`src/rtl/mem_port_arbiter_pkg.sv`:
```
// Shared types and defaults for the unified memory-port arbiter.
package mem_port_arbiter_pkg;

  localparam int RV_XLEN        = 32;
  localparam int STARVE_MAX_DEF = 2;

  typedef enum logic [2:0] {
    ARB_IDLE   = 3'd0,
    ARB_I_REQ  = 3'd1,
    ARB_I_WAIT = 3'd2,
    ARB_D_REQ  = 3'd3,
    ARB_D_WAIT = 3'd4,
    ARB_RESP   = 3'd5
  } arb_state_t;

  typedef struct packed {
    logic                 we;
    logic [RV_XLEN/8-1:0] be;
    logic [RV_XLEN-1:0]   addr;
    logic [RV_XLEN-1:0]   wdata;
  } mem_cmd_t;

endpackage

```
`src/rtl/mem_port_arbiter_if.sv`:
```
// Fetch, load/store and memory-bus signals of the arbiter; master is the arbiter side.
interface mem_port_arbiter_if #(parameter int XLEN = 32);

  logic              if_req;
  logic [XLEN-1:0]   if_addr;
  logic              if_flush;
  logic [XLEN-1:0]   if_rdata;
  logic              if_valid;
  logic              if_stall;

  logic              d_req;
  logic              d_we;
  logic [XLEN/8-1:0] d_be;
  logic [XLEN-1:0]   d_addr;
  logic [XLEN-1:0]   d_wdata;
  logic [XLEN-1:0]   d_rdata;
  logic              d_done;
  logic              d_stall;

  logic              mem_req;
  logic              mem_we;
  logic [XLEN/8-1:0] mem_be;
  logic [XLEN-1:0]   mem_addr;
  logic [XLEN-1:0]   mem_wdata;
  logic              mem_gnt;
  logic              mem_rvalid;
  logic [XLEN-1:0]   mem_rdata;

  modport master (
    input  if_req, if_addr, if_flush,
    output if_rdata, if_valid, if_stall,
    input  d_req, d_we, d_be, d_addr, d_wdata,
    output d_rdata, d_done, d_stall,
    output mem_req, mem_we, mem_be, mem_addr, mem_wdata,
    input  mem_gnt, mem_rvalid, mem_rdata
  );

  modport slave (
    output if_req, if_addr, if_flush,
    input  if_rdata, if_valid, if_stall,
    output d_req, d_we, d_be, d_addr, d_wdata,
    input  d_rdata, d_done, d_stall,
    input  mem_req, mem_we, mem_be, mem_addr, mem_wdata,
    output mem_gnt, mem_rvalid, mem_rdata
  );

endinterface

```
`src/rtl/mem_port_arbiter.sv`:
```
// Serialises instruction fetch and load/store traffic onto one memory bus,
// one transaction outstanding, with fetch anti-starvation and redirect drop.
//
// state  | meaning
// IDLE   | no transaction; arbitrate and latch command
// I_REQ  | fetch command on bus, waiting for mem_gnt
// I_WAIT | fetch accepted, waiting for mem_rvalid
// D_REQ  | data command on bus, waiting for mem_gnt
// D_WAIT | data accepted, waiting for mem_rvalid
// RESP   | one-cycle completion pulse to the owner
module mem_port_arbiter
  import mem_port_arbiter_pkg::*;
#(
  parameter int XLEN       = RV_XLEN,
  parameter int STARVE_MAX = STARVE_MAX_DEF
) (
  input  logic                clk,
  input  logic                rst,
  mem_port_arbiter_if.master  bus
);

  localparam int SW = $clog2(STARVE_MAX + 1);

  localparam logic [2:0] S_IDLE   = ARB_IDLE;
  localparam logic [2:0] S_I_REQ  = ARB_I_REQ;
  localparam logic [2:0] S_I_WAIT = ARB_I_WAIT;
  localparam logic [2:0] S_D_REQ  = ARB_D_REQ;
  localparam logic [2:0] S_D_WAIT = ARB_D_WAIT;
  localparam logic [2:0] S_RESP   = ARB_RESP;

  logic [2:0]      r_state;
  logic            r_drop;
  logic            r_resp_d;
  logic [SW-1:0]   r_starve;
  mem_cmd_t        r_cmd;
  logic [XLEN-1:0] r_if_rdata;
  logic [XLEN-1:0] r_d_rdata;

  logic w_pick_d;
  logic w_starved;
  logic w_resp;

  function automatic logic pick_data(input logic if_req, input logic d_req,
                                     input logic starved);
    return d_req & (~if_req | ~starved);
  endfunction

  assign w_starved = (r_starve == SW'(STARVE_MAX));
  assign w_pick_d  = pick_data(bus.if_req, bus.d_req, w_starved);
  assign w_resp    = (r_state == S_RESP);

  always_ff @(posedge clk or posedge rst) begin
    if (rst) begin
      r_state    <= S_IDLE;
      r_drop     <= 1'b0;
      r_resp_d   <= 1'b0;
      r_starve   <= '0;
      r_cmd      <= '0;
      r_if_rdata <= '0;
      r_d_rdata  <= '0;
    end else begin
      case (r_state)
        S_IDLE: begin
          if (!bus.if_req) begin
            r_starve <= '0;
          end
          if (w_pick_d) begin
            r_state     <= S_D_REQ;
            r_resp_d    <= 1'b1;
            r_cmd.we    <= bus.d_we;
            r_cmd.be    <= bus.d_be;
            r_cmd.addr  <= bus.d_addr;
            r_cmd.wdata <= bus.d_wdata;
            if (bus.if_req && !w_starved) begin
              r_starve <= r_starve + SW'(1);
            end
          end else if (bus.if_req) begin
            // Fetches are always full-word reads.
            r_state     <= S_I_REQ;
            r_resp_d    <= 1'b0;
            r_cmd.we    <= 1'b0;
            r_cmd.be    <= '1;
            r_cmd.addr  <= bus.if_addr;
            r_cmd.wdata <= '0;
            r_starve    <= '0;
          end
        end
        S_I_REQ: begin
          if (bus.if_flush) r_drop <= 1'b1;
          if (bus.mem_gnt) r_state <= S_I_WAIT;
        end
        S_I_WAIT: begin
          if (bus.if_flush) r_drop <= 1'b1;
          if (bus.mem_rvalid) begin
            if (!(r_drop || bus.if_flush)) r_if_rdata <= bus.mem_rdata;
            r_state <= S_RESP;
          end
        end
        S_D_REQ: begin
          if (bus.mem_gnt) r_state <= S_D_WAIT;
        end
        S_D_WAIT: begin
          if (bus.mem_rvalid) begin
            r_d_rdata <= bus.mem_rdata;
            r_state   <= S_RESP;
          end
        end
        S_RESP: begin
          r_drop  <= 1'b0;
          r_state <= S_IDLE;
        end
        default: r_state <= S_IDLE;
      endcase
    end
  end

  assign bus.mem_req   = (r_state == S_I_REQ) || (r_state == S_D_REQ);
  assign bus.mem_we    = r_cmd.we;
  assign bus.mem_be    = r_cmd.be;
  assign bus.mem_addr  = r_cmd.addr;
  assign bus.mem_wdata = r_cmd.wdata;

  assign bus.if_rdata = r_if_rdata;
  assign bus.if_valid = w_resp & ~r_resp_d & ~r_drop & ~bus.if_flush;
  assign bus.if_stall = bus.if_req & ~bus.if_valid;

  assign bus.d_rdata = r_d_rdata;
  assign bus.d_done  = w_resp & r_resp_d;
  assign bus.d_stall = bus.d_req & ~bus.d_done;

endmodule

```
`src/flat_wrapper.sv`:
```
// flat-port wrapper written by rule: the top's interface ports become plain ports
module mem_port_arbiter_flat import mem_port_arbiter_pkg::*;
#(
  parameter int XLEN       = RV_XLEN,
  parameter int STARVE_MAX = STARVE_MAX_DEF
)
  (clk, rst, bus_if_req, bus_if_addr, bus_if_flush, bus_if_rdata, bus_if_valid, bus_if_stall, bus_d_req, bus_d_we, bus_d_be, bus_d_addr, bus_d_wdata, bus_d_rdata, bus_d_done, bus_d_stall, bus_mem_req, bus_mem_we, bus_mem_be, bus_mem_addr, bus_mem_wdata, bus_mem_gnt, bus_mem_rvalid, bus_mem_rdata);
  mem_port_arbiter_if #(.XLEN(XLEN)) bus_i ();
  input  logic clk;
  input  logic rst;
  input wire logic [$bits(bus_i.if_req)-1:0] bus_if_req;
  input wire logic [$bits(bus_i.if_addr)-1:0] bus_if_addr;
  input wire logic [$bits(bus_i.if_flush)-1:0] bus_if_flush;
  output wire logic [$bits(bus_i.if_rdata)-1:0] bus_if_rdata;
  output wire logic [$bits(bus_i.if_valid)-1:0] bus_if_valid;
  output wire logic [$bits(bus_i.if_stall)-1:0] bus_if_stall;
  input wire logic [$bits(bus_i.d_req)-1:0] bus_d_req;
  input wire logic [$bits(bus_i.d_we)-1:0] bus_d_we;
  input wire logic [$bits(bus_i.d_be)-1:0] bus_d_be;
  input wire logic [$bits(bus_i.d_addr)-1:0] bus_d_addr;
  input wire logic [$bits(bus_i.d_wdata)-1:0] bus_d_wdata;
  output wire logic [$bits(bus_i.d_rdata)-1:0] bus_d_rdata;
  output wire logic [$bits(bus_i.d_done)-1:0] bus_d_done;
  output wire logic [$bits(bus_i.d_stall)-1:0] bus_d_stall;
  output wire logic [$bits(bus_i.mem_req)-1:0] bus_mem_req;
  output wire logic [$bits(bus_i.mem_we)-1:0] bus_mem_we;
  output wire logic [$bits(bus_i.mem_be)-1:0] bus_mem_be;
  output wire logic [$bits(bus_i.mem_addr)-1:0] bus_mem_addr;
  output wire logic [$bits(bus_i.mem_wdata)-1:0] bus_mem_wdata;
  input wire logic [$bits(bus_i.mem_gnt)-1:0] bus_mem_gnt;
  input wire logic [$bits(bus_i.mem_rvalid)-1:0] bus_mem_rvalid;
  input wire logic [$bits(bus_i.mem_rdata)-1:0] bus_mem_rdata;
  assign bus_i.if_req = bus_if_req;
  assign bus_i.if_addr = bus_if_addr;
  assign bus_i.if_flush = bus_if_flush;
  assign bus_if_rdata = bus_i.if_rdata;
  assign bus_if_valid = bus_i.if_valid;
  assign bus_if_stall = bus_i.if_stall;
  assign bus_i.d_req = bus_d_req;
  assign bus_i.d_we = bus_d_we;
  assign bus_i.d_be = bus_d_be;
  assign bus_i.d_addr = bus_d_addr;
  assign bus_i.d_wdata = bus_d_wdata;
  assign bus_d_rdata = bus_i.d_rdata;
  assign bus_d_done = bus_i.d_done;
  assign bus_d_stall = bus_i.d_stall;
  assign bus_mem_req = bus_i.mem_req;
  assign bus_mem_we = bus_i.mem_we;
  assign bus_mem_be = bus_i.mem_be;
  assign bus_mem_addr = bus_i.mem_addr;
  assign bus_mem_wdata = bus_i.mem_wdata;
  assign bus_i.mem_gnt = bus_mem_gnt;
  assign bus_i.mem_rvalid = bus_mem_rvalid;
  assign bus_i.mem_rdata = bus_mem_rdata;
  mem_port_arbiter #(.XLEN(XLEN), .STARVE_MAX(STARVE_MAX)) u_core (.clk(clk), .rst(rst), .bus(bus_i));
endmodule
```
`config.mk`:
```
export PLATFORM = sky130hd
export DESIGN_NAME = mem_port_arbiter_flat
export DESIGN_NICKNAME = d
export VERILOG_FILES = /design/src/rtl/mem_port_arbiter_pkg.sv /design/src/rtl/mem_port_arbiter_if.sv /design/src/rtl/mem_port_arbiter.sv /design/src/flat_wrapper.sv
export SDC_FILE = /design/constraint.sdc
export NUM_CORES = 1
export LEC_CHECK = 0
export ABC_CLOCK_PERIOD_IN_PS = 4400
export BUFFER_PORTS_ARGS = -buffer_cell sky130_fd_sc_hd__buf_4
export CAP_MARGIN = 25
export CORE_ASPECT_RATIO = 1.2
export CORE_MARGIN = 10
export CORE_UTILIZATION = 42
export CTS_CLUSTER_DIAMETER = 200
export DETAILED_ROUTE_END_ITERATION = 10
export PLACE_DENSITY = 0.87
export SYNTH_ARGS = -nofsm -noshare
export SYNTH_HDL_FRONTEND = slang
export SYNTH_SLANG_ARGS = --single-unit
```
`constraint.sdc`:
```
create_clock -name clk -period 4.4 [get_ports clk]
set_input_delay 0.88 -clock clk [delete_from_list [all_inputs] [get_ports clk]]
set_output_delay 0.88 -clock clk [all_outputs]
set_load 0.01 [all_outputs]
```
==> results.toml, run 1 <==
[die]
core_um2 = 13760
die_area_um2 = 19080
chipWidth_um = 127.8
io_pins = 278
row_count = 47
die_y_um = 149.3
initial_core_util = 0.4254

[clocking]
cts.sinks = 140
postCtsHoldBufs = 0
cts_resized = 0
post-cts-setup-buffers = 0
cts.root.buffer_cell = "clkbuf_16"
path_clk_slew_ns = 0.05
h-tree-depth = 4
clk_latency_ns = 0.40
cts-buffers-inserted = 17
cts_tree = "done"
clock_path_buffers = 2

[power_and_ir_drop]
switching_power_uw = 2070
p_int_uw = 4236
p_total_uw = 6306
vdd_drop_max_mv = 0.4151
pwr-share-clk = 0.223
power.density_nw_per_um2 = 736.2
combPwrFrac = 0.419
seqPwrFrac = 0.358
switching_share = 0.3283
leakage_uw = 0.004088

[route]
first_pass_iters = 4
via_per_inst = 5.354
routed_wl_um = 18200
drt_iter0_drc = 243
drc_errors = 0
vias = 4481
antenna_left = 0
wire_per_inst_um = 21.74

[grt]
grt_pass1_vias = 4962
grt_use_total = 0.1832
grt_max_degree = 74
antenna_found_initial = 0
overflow = 0
grt_pass1_wl_um = 27660

[sta]
rsz0062_at_grt = "false"
worst_pin_slew_ns = 0.9641
setup_viol = 0
fmax_ghz = 0.3440
clock_skew_ns = 0.007155
hold_viol_final = 0
slew_headroom = 0.3565
slew_violations = 0
fin_crit_sh = 0.6606
finalSetupTns_ns = 0
finalCriticalPeriod_ns = 2.907

[cells_and_area]
fillCellCount = 1031
design_area_um2 = 8566
layout_common_cells = "buf_4 (282), dfrtp_1 (140), mux2_2 (58)"
ff_latch_area_um2 = 3503
multiInputGateArea_um2 = 2117
areaGrowthSynthToFinish_pct = 46.31
drive_above_1_share = 0.6111
final_common_cell = "buf_4"
post-route-util = 0.6225
final_nets = 797
n_antenna_cell = 0

[synthesis]
ys_ff_latch = 140
synth_flop_cell = "dfrtp_1"
synth_cell_type_count = 40
synth_top_cell_by_area = "dfrtp_1"
synth-edff-count = 0
synth_top_area_share = 0.5984
synth_area_leaders = "dfrtp_1 (60%), mux2_2 (11%), a2bb2oi_2 (7.7%), a22o_1 (4.9%), o32ai_1 (4.8%)"
synthesis.nets = 528
async_flop_share = 1.000
synth_warnings = 0
syn-instance-count = 387
syn_area_um2 = 5854
avgSynthCellArea_um2 = 15.13
yosysSeqAreaShare = 0.5984

[critical_path]
worstSetupPathType = "input pin to primary output"
cp_num_buf_inv = 3
end_kind = "primary output"
cp_common_cell = "buf_4"
crit_family = "buffers and inverters"
required_ns = 3.52
crit_fanout = 33
max_stage_delay_ns = 0.70
reg2reg_depth = 3
cp.arrival_ns = 2.03
cp-start-kind = "input pin"
cp_slowest_cell = "inv_1"
crit_cells = 4
cp_cell_sequence = "buf_4 -> inv_1 -> nor2_1 -> buf_4"

[flow_run]
cap_viol_max_count = 0

[placement]
place_area_um2 = 7985
dp_hpwl_um = 13960
gp_congestion = 0.8587
portBuffers = 277

[run_status]
status = "finished clean"

[hold_path]
whs_path_depth = 2
hp-class = "register to register"
## cell usage after synthesis (3+ instances only)
| library cell | count |
|---|---|
| a22o_1 | 33 |
| inv_1 | 4 |
| mux2_1 | 6 |
| clkbuf_1 | 13 |
| and3_1 | 3 |
| o32ai_1 | 32 |
| mux2_2 | 58 |
| nand3_1 | 3 |
| nor2_1 | 4 |
| buf_2 | 9 |
| buf_12 | 3 |
| nor2b_1 | 5 |
| o21ai_0 | 6 |
| a2bb2oi_2 | 30 |
| buf_4 | 6 |
| dfrtp_1 | 140 |
| o22a_1 | 3 |
## stage by stage
step / setup slack, ns / hold slack, ns / cells
2_1_floorplan: 1.771 / 0.4538 / 387
6_report: 1.493 / 0.4942 / 837
3_3_place_gp: 1.558 / 0.4684 / 807
4_1_cts: 1.505 / 0.4933 / 837
3_5_place_dp: 1.505 / 0.4815 / 808
5_1_grt: 1.341 / 0.5162 / 837
## path summary, 6_finish.rpt
check	from	slack [ns]	endpoint
min reg2reg	u_core.r_starve[1]	0.49	u_core.r_starve[1]
max reg2reg	u_core.r_state[1]	2.09	u_core.bus.if_rdata[25]
min in group asynchronous	rst	0.74	u_core.bus.mem_wdata[2]
min	u_core.r_starve[1]	0.49	u_core.r_starve[1]
max in group asynchronous	rst	3.01	u_core.bus.mem_addr[3]
max	bus_if_req	1.49	bus_if_stall
## tightest hold or removal path: stages (launching register included)
cell and delay, ns:
dfrtp_1 0.34, nand2_1 0.05, o21ai_0 0.07
## state kept, by name, indices dropped and copies added (netlist names), 2 cells and up
| register | flops |
|---|---|
| u_core.bus.mem_wdata | 32 |
| u_core.r_starve | 2 |
| u_core.r_state | 3 |
| u_core.bus.if_rdata | 32 |
| u_core.bus.d_rdata | 32 |
| u_core.bus.mem_addr | 32 |
| u_core.bus.mem_be | 4 |
## layout make-up
cell class / count / area share
clock buffers: 22 / 0.05419
clock inverters: 7 / 0.01358
inverters: 4 / 0.002191
multi-input cells: 210 / 0.2472
flip-flops and latches: 140 / 0.4090
well taps: 171 / 0.02498
repair buffers: 283 / 0.2489
## kinds of logic after synthesis
kind of cell    synth area share
mux                       0.1231
simple gates             0.03591
buf+inv                  0.04039
fa+ha+maj               0.002137
flops                     0.5984
xor+xnor                0.001496
compound gates            0.1986
## power groups by stage
stage	Combinational [uW]	Clock [uW]	Sequential [uW]
after floorplan	1240	0	2450
after global placement	2580	0	2220
after detailed placement	2680	0	2270
after CTS	2690	1440	2260
after global routing	2820	1500	2320
final	2640	1410	2260
## per-layer routing
| layer | vias up | part of all wire | GRT usage |
|---|---|---|---|
| met5 | - | 0 | 0 |
| met4 | 0 | 0.024 | 0.07835 |
| met3 | 33 | 0.092 | 0.08108 |
| met2 | 199 | 0.53 | 0.3140 |
| met1 | 2231 | 0.36 | 0.1900 |
| li1 | 2018 | - | - |
No activity file was read; power rests on OpenSTA's default activity.
==> run 2, diff against run 1 <==
--- a/config.mk
+++ b/config.mk
@@ -5,15 +5,16 @@
 export SDC_FILE = /design/constraint.sdc
 export NUM_CORES = 1
 export LEC_CHECK = 0
-export ABC_CLOCK_PERIOD_IN_PS = 4400
+export ABC_AREA = 1
+export ABC_CLOCK_PERIOD_IN_PS = 2900
 export BUFFER_PORTS_ARGS = -buffer_cell sky130_fd_sc_hd__buf_4
 export CAP_MARGIN = 25
 export CORE_ASPECT_RATIO = 1.2
 export CORE_MARGIN = 10
-export CORE_UTILIZATION = 42
+export CORE_UTILIZATION = 47
 export CTS_CLUSTER_DIAMETER = 200
 export DETAILED_ROUTE_END_ITERATION = 10
-export PLACE_DENSITY = 0.87
+export PLACE_DENSITY = 0.91
 export SYNTH_ARGS = -nofsm -noshare
 export SYNTH_HDL_FRONTEND = slang
 export SYNTH_SLANG_ARGS = --single-unit
==> constraint.sdc (replaced) <==
create_clock -name clk -period 2.9 [get_ports clk]
set_input_delay 0.58 -clock clk [delete_from_list [all_inputs] [get_ports clk]]
set_output_delay 0.58 -clock clk [all_outputs]
set_load 0.01 [all_outputs]
==> results.toml, run 2 <==
[run_status]
status = "finished clean"

[die]
initial_core_util = 0.4760
die_y_um = 143.8
chipWidth_um = 123.2
row_count = 45
io_pins = 278
die_area_um2 = 17710
core_um2 = 12610

[cells_and_area]
drive_above_1_share = 0.3921
layout_common_cells = "buf_4 (283), o21ai_0 (160), dfrtp_1 (140)"
fillCellCount = 981
areaGrowthSynthToFinish_pct = 45.96
final_common_cell = "buf_4"
multiInputGateArea_um2 = 2041
final_nets = 1042
ff_latch_area_um2 = 3503
n_antenna_cell = 0

[synthesis]
synth_cell_type_count = 29
syn_area_um2 = 6003
avgSynthCellArea_um2 = 9.395
synth_top_area_share = 0.5836
synth_common_cells = "o21ai_0 (160), dfrtp_1 (140), nand2_1 (113)"
async_flop_share = 1.000
synth_flop_cell = "dfrtp_1"
syn-instance-count = 639
synth_area_leaders = "dfrtp_1 (58%), o21ai_0 (13%), nand2_1 (7.1%), o21ai_2 (4.1%), nand3_1 (3.2%)"
synthesis.nets = 780
yosysMostFrequentCell = "o21ai_0"
synth_top_cell_by_area = "dfrtp_1"
ys_ff_latch = 140
yosysSeqAreaShare = 0.5836
synth_warnings = 0
synth-edff-count = 0

[sta]
fin_crit_sh = 0.8171
clock_skew_ns = 0.007094
worst_pin_slew_ns = 0.8155
slew_violations = 0
fmax_ghz = 0.4220
finalSetupTns_ns = 0
holdWs_ns = 0.3246
finalCriticalPeriod_ns = 2.370
rsz0062_at_grt = "false"
slew_headroom = 0.4563
hold_viol_final = 0
setup_viol = 0

[grt]
grt_use_total = 0.2068
grt_pass1_vias = 5742
met3_usage = 0.1052
grt_pass1_wl_um = 28870
use_met1 = 0.2189
busiest_layer = "met2"
antenna_found_initial = 0
use_met2 = 0.3478
grt_max_degree = 141
overflow = 0

[route]
vias = 5531
via_per_inst = 5.136
routed_wl_um = 19160
drt_iter0_drc = 482
antenna_left = 0
wire_per_inst_um = 17.79
first_pass_iters = 6
drc_errors = 0

[clocking]
cts.root.buffer_cell = "clkbuf_16"
cts.sinks = 140
cts_resized = 0
clock_path_buffers = 2
cts_tree = "done"
cts-buffers-inserted = 17
path_clk_slew_ns = 0.06
postCtsHoldBufs = 0
post-cts-setup-buffers = 0
clk_latency_ns = 0.41
h-tree-depth = 4

[critical_path]
worstSetupPathType = "register to primary output"
reg2reg_depth = 6
cp.arrival_ns = 1.79
crit_fanout = 5
cp-start-kind = "register"
crit_family = "simple AND/OR/NAND/NOR gates"
end_kind = "primary output"
max_stage_delay_ns = 0.44
required_ns = 2.32
crit_cells = 5
cp_cell_sequence = "inv_1 -> nand3_1 -> nor3_1 -> nor2_1 -> buf_4"
cp_slowest_cell = "dfrtp_1"
cp_num_buf_inv = 2

[hold_path]
hp-class = "input pin to asynchronous set/reset pin"

[placement]
dp_hpwl_um = 14230
portBuffers = 277
gp_congestion = 0.7835

[power_and_ir_drop]
power.density_nw_per_um2 = 1103
leakage_uw = 0.004545
vdd_drop_max_mv = 0.5199

[flow_run]
cap_viol_max_count = 0
==> run 2: changes by cell type after synthesis, moves of 32 or more <==
cell,change
a22o_1,-33
inv_1,+39
mux2_2,-58
nand2_1,+111
nand3_1,+35
o21ai_0,+154
o32ai_1,-32
==> run 2: cells by family (layout without fill, tap and decap cells) <==
family	after synthesis	count (layout)	share of synthesized area
compound gates	207	207	0.1922
simple gates	202	202	0.1457
buf+inv	89	363	0.07649
fa+ha+maj	1	1	0.002084
flops	140	140	0.5836
==> run 2: final timing paths <==
kind / start / to / slack, ns
max: u_core.r_state[1] / bus_if_stall / 0.53
min: rst / u_core.bus.if_rdata[24] / 0.32
max reg2reg: u_core.r_state[0] / u_core.bus.mem_addr[26] / 0.99
min reg2reg: u_core.bus.d_rdata[5] / u_core.bus.d_rdata[5] / 0.48
max in group asynchronous: rst / u_core.bus.mem_wdata[9] / 1.90
min in group clk: bus_d_be[1] / u_core.bus.mem_be[1] / 0.40
==> run 2: tightest hold or removal path: stages <==
cell        delay, ns
buf_4            0.12
clkinvlp_4       0.07
buf_12           0.45
==> run 2: final cells by class <==
cell class | instances | area share
clock buffers | 18 | 0.04898
flip-flops and latches | 140 | 0.3998
well taps | 164 | 0.02342
clock inverters | 13 | 0.02456
multi-input cells | 410 | 0.2329
repair buffers | 286 | 0.2502
inverters | 46 | 0.02013
==> run 2: metal layers <==
metal  part of all wire  vias to the layer above
li1                   -                     2640
met1               0.37                     2625
met2               0.49                      240
met3               0.12                       26
met4              0.020                        0
met5                  0                        -
==> run 2: report_power, final <==
part           leakage, uW  internal (uW)  switching, uW
Combinational      0.00247           1790           2140
Clock             0.000311           1530            848
Sequential         0.00176           2850            500
Total              0.00455           6180           3480
==> run 2: through the flow <==
step / worst slack, ns / utilization / instance area [um2] / instances / power, uW
2_1_floorplan: 0.5709 / - / 6007 / 639 / 5315
3_3_place_gp: 0.8750 / 0.6415 / 8090 / 1045 / 7179
3_5_place_dp: 0.7643 / 0.6415 / 8090 / 1045 / 7354
4_1_cts: 0.5138 / 0.6926 / 8735 / 1076 / 9739
5_1_grt: 0.3919 / 0.6947 / 8762 / 1077 / 10300
6_report: 0.5304 / 0.6947 / 8762 / 1077 / 9662
==> run 3, diff against run 2 <==
--- a/config.mk
+++ b/config.mk
@@ -6,15 +6,15 @@
 export NUM_CORES = 1
 export LEC_CHECK = 0
 export ABC_AREA = 1
-export ABC_CLOCK_PERIOD_IN_PS = 2900
+export ABC_CLOCK_PERIOD_IN_PS = 2000
 export BUFFER_PORTS_ARGS = -buffer_cell sky130_fd_sc_hd__buf_4
 export CAP_MARGIN = 25
 export CORE_ASPECT_RATIO = 1.2
 export CORE_MARGIN = 10
-export CORE_UTILIZATION = 47
+export CORE_UTILIZATION = 42
 export CTS_CLUSTER_DIAMETER = 200
 export DETAILED_ROUTE_END_ITERATION = 10
-export PLACE_DENSITY = 0.91
+export PLACE_DENSITY = 0.87
 export SYNTH_ARGS = -nofsm -noshare
 export SYNTH_HDL_FRONTEND = slang
 export SYNTH_SLANG_ARGS = --single-unit
==> constraint.sdc (replaced) <==
create_clock -name clk -period 2 [get_ports clk]
set_input_delay 0.4 -clock clk [delete_from_list [all_inputs] [get_ports clk]]
set_output_delay 0.4 -clock clk [all_outputs]
set_load 0.01 [all_outputs]
==> results.toml, run 3 (synthesized netlist as in run 2, its figures left out) <==
[cells_and_area]
areaGrowthSynthToFinish_pct = 47.33
ff_latch_area_um2 = 3505
drive_above_1_share = 0.4007
multiInputGateArea_um2 = 2059
layout_common_cells = "buf_4 (281), o21ai_0 (160), dfrtp_1 (139)"
layoutNonFillerInstCount = 1087
n_antenna_cell = 0
final_nets = 1044
final_common_cell = "buf_4"
fillCellCount = 1097

[critical_path]
crit_start = "u_core.r_drop"
rr_endpoint = "u_core.bus.mem_addr[25]"
r2r_slack_ns = 0.26
worstSetupPathType = "register to primary output"
required_ns = 1.60
reg2reg_depth = 6
cp-start-kind = "register"
end_kind = "primary output"
endpoint = "bus_if_stall"
r2r-start = "u_core.r_state[0]"
crit_fanout = 3
cp.arrival_ns = 1.51

[sta]
setup_viol = 0
fmax_ghz = 0.5248
rsz0062_at_grt = "false"
fin_crit_sh = 0.9527
postLayoutSetupSlackWorst_ns = 0.09457
hold_viol_final = 0
worst_pin_slew_ns = 0.5857
slew_headroom = 0.6095
finalCriticalPeriod_ns = 1.905
slew_violations = 0
clock_skew_ns = 0.007401

[die]
io_pins = 278
die_area_um2 = 19500
row_count = 47
initial_core_util = 0.4307
die_y_um = 151.0
core_um2 = 13940
chipWidth_um = 129.1

[route]
via_per_inst = 5.064
drt_iter0_drc = 376
routed_wl_um = 19230
vias = 5505
wire_per_inst_um = 17.69
antenna_left = 0
first_pass_iters = 5
drc_errors = 0

[hold_path]
hp-class = "input pin to asynchronous set/reset pin"

[grt]
overflow = 0
grt_max_degree = 83
grt_pass1_vias = 5589
grt_pass1_wl_um = 29690
grt_use_total = 0.1945
antenna_found_initial = 1

[clocking]
clk_latency_ns = 0.41
h-tree-depth = 4
path_clk_slew_ns = 0.06
cts.sinks = 140
cts-buffers-inserted = 17
post-cts-setup-buffers = 0
clock_path_buffers = 2
cts_tree = "done"
cts.root.buffer_cell = "clkbuf_16"
postCtsHoldBufs = 0

[placement]
dp_hpwl_um = 14280
portBuffers = 277
gp_congestion = 0.8049
placedCellCount = 1055
dp_worst_setup_slack_ns = 0.2873

[power_and_ir_drop]
p_total_uw = 13990
vdd_drop_max_mv = 0.7076
leakage_uw = 0.004570
power.density_nw_per_um2 = 1582

[flow_run]
cap_viol_max_count = 0

[run_status]
status = "finished clean"
run 3: power breakdown:
group / leakage (uW) / total (uW) / switching (uW) / internal [uW]
Clock: 0.000306 / 3380 / 1220 / 2160
Sequential: 0.00176 / 4870 / 733 / 4140
Combinational: 0.00250 / 5740 / 3100 / 2640
Total: 0.00457 / 14000 / 5050 / 8940
run 3: cell type report:
type / instances / area share
sequential: 140 / 0.3962
timing repair buffer: 288 / 0.2544
multi-input combinational: 410 / 0.2328
clock buffer: 19 / 0.05121
tap: 171 / 0.02419
clock inverter: 13 / 0.02122
inverter: 46 / 0.01995
run 3: worst min-delay path by stage:
stage	startpoint	end	slack (ns)	cells past startpoint
floorplan	u_core.r_starve[0]	u_core.r_starve[0]	0.45	2
global placement	u_core.bus.mem_wdata[23]	u_core.bus.mem_wdata[23]	0.47	2
detailed placement	u_core.bus.mem_wdata[23]	u_core.bus.mem_wdata[23]	0.47	2
global route	rst	u_core.bus.if_rdata[26]	0.10	3
finish	rst	u_core.bus.d_rdata[25]	0.11	3
CTS	rst	u_core.bus.if_rdata[25]	0.10	3
run 3: timing repair:
item | CTS | global route
cloned | 0 | 0
setup endpoints to repair | 2 | 1
pin swaps | 1 | 1
gates resized for setup | 5 | 1
run 3: metal layers:
metal	vias up	part of all wire	track usage	wire (um)
met4	2	0.011	0.05296	218
met5	-	0.00047	0	9
met1	2579	0.37	0.2144	7193
li1	2649	-	-	-
met3	17	0.12	0.1049	2392
met2	258	0.49	0.3197	9417
run 3: stage by stage:
step           hold slack, ns  TNS (ns)  instance area (um2)  utilization
2_1_floorplan          0.4530    -20.87                 6007            -
3_3_place_gp           0.4664         0                 8184       0.5872
3_5_place_dp           0.4721         0                 8184       0.5872
4_1_cts                0.1050         0                 8842       0.6344
5_1_grt                0.1045         0                 8845       0.6346
6_report               0.1051         0                 8845       0.6346
run 3: critical path, cell delays in order, from the launching register on:
cell and delay (ns):
dfrtp_1 0.38, or2_4 0.28, nor3_4 0.23, nor2_1 0.06
buf_4 0.14
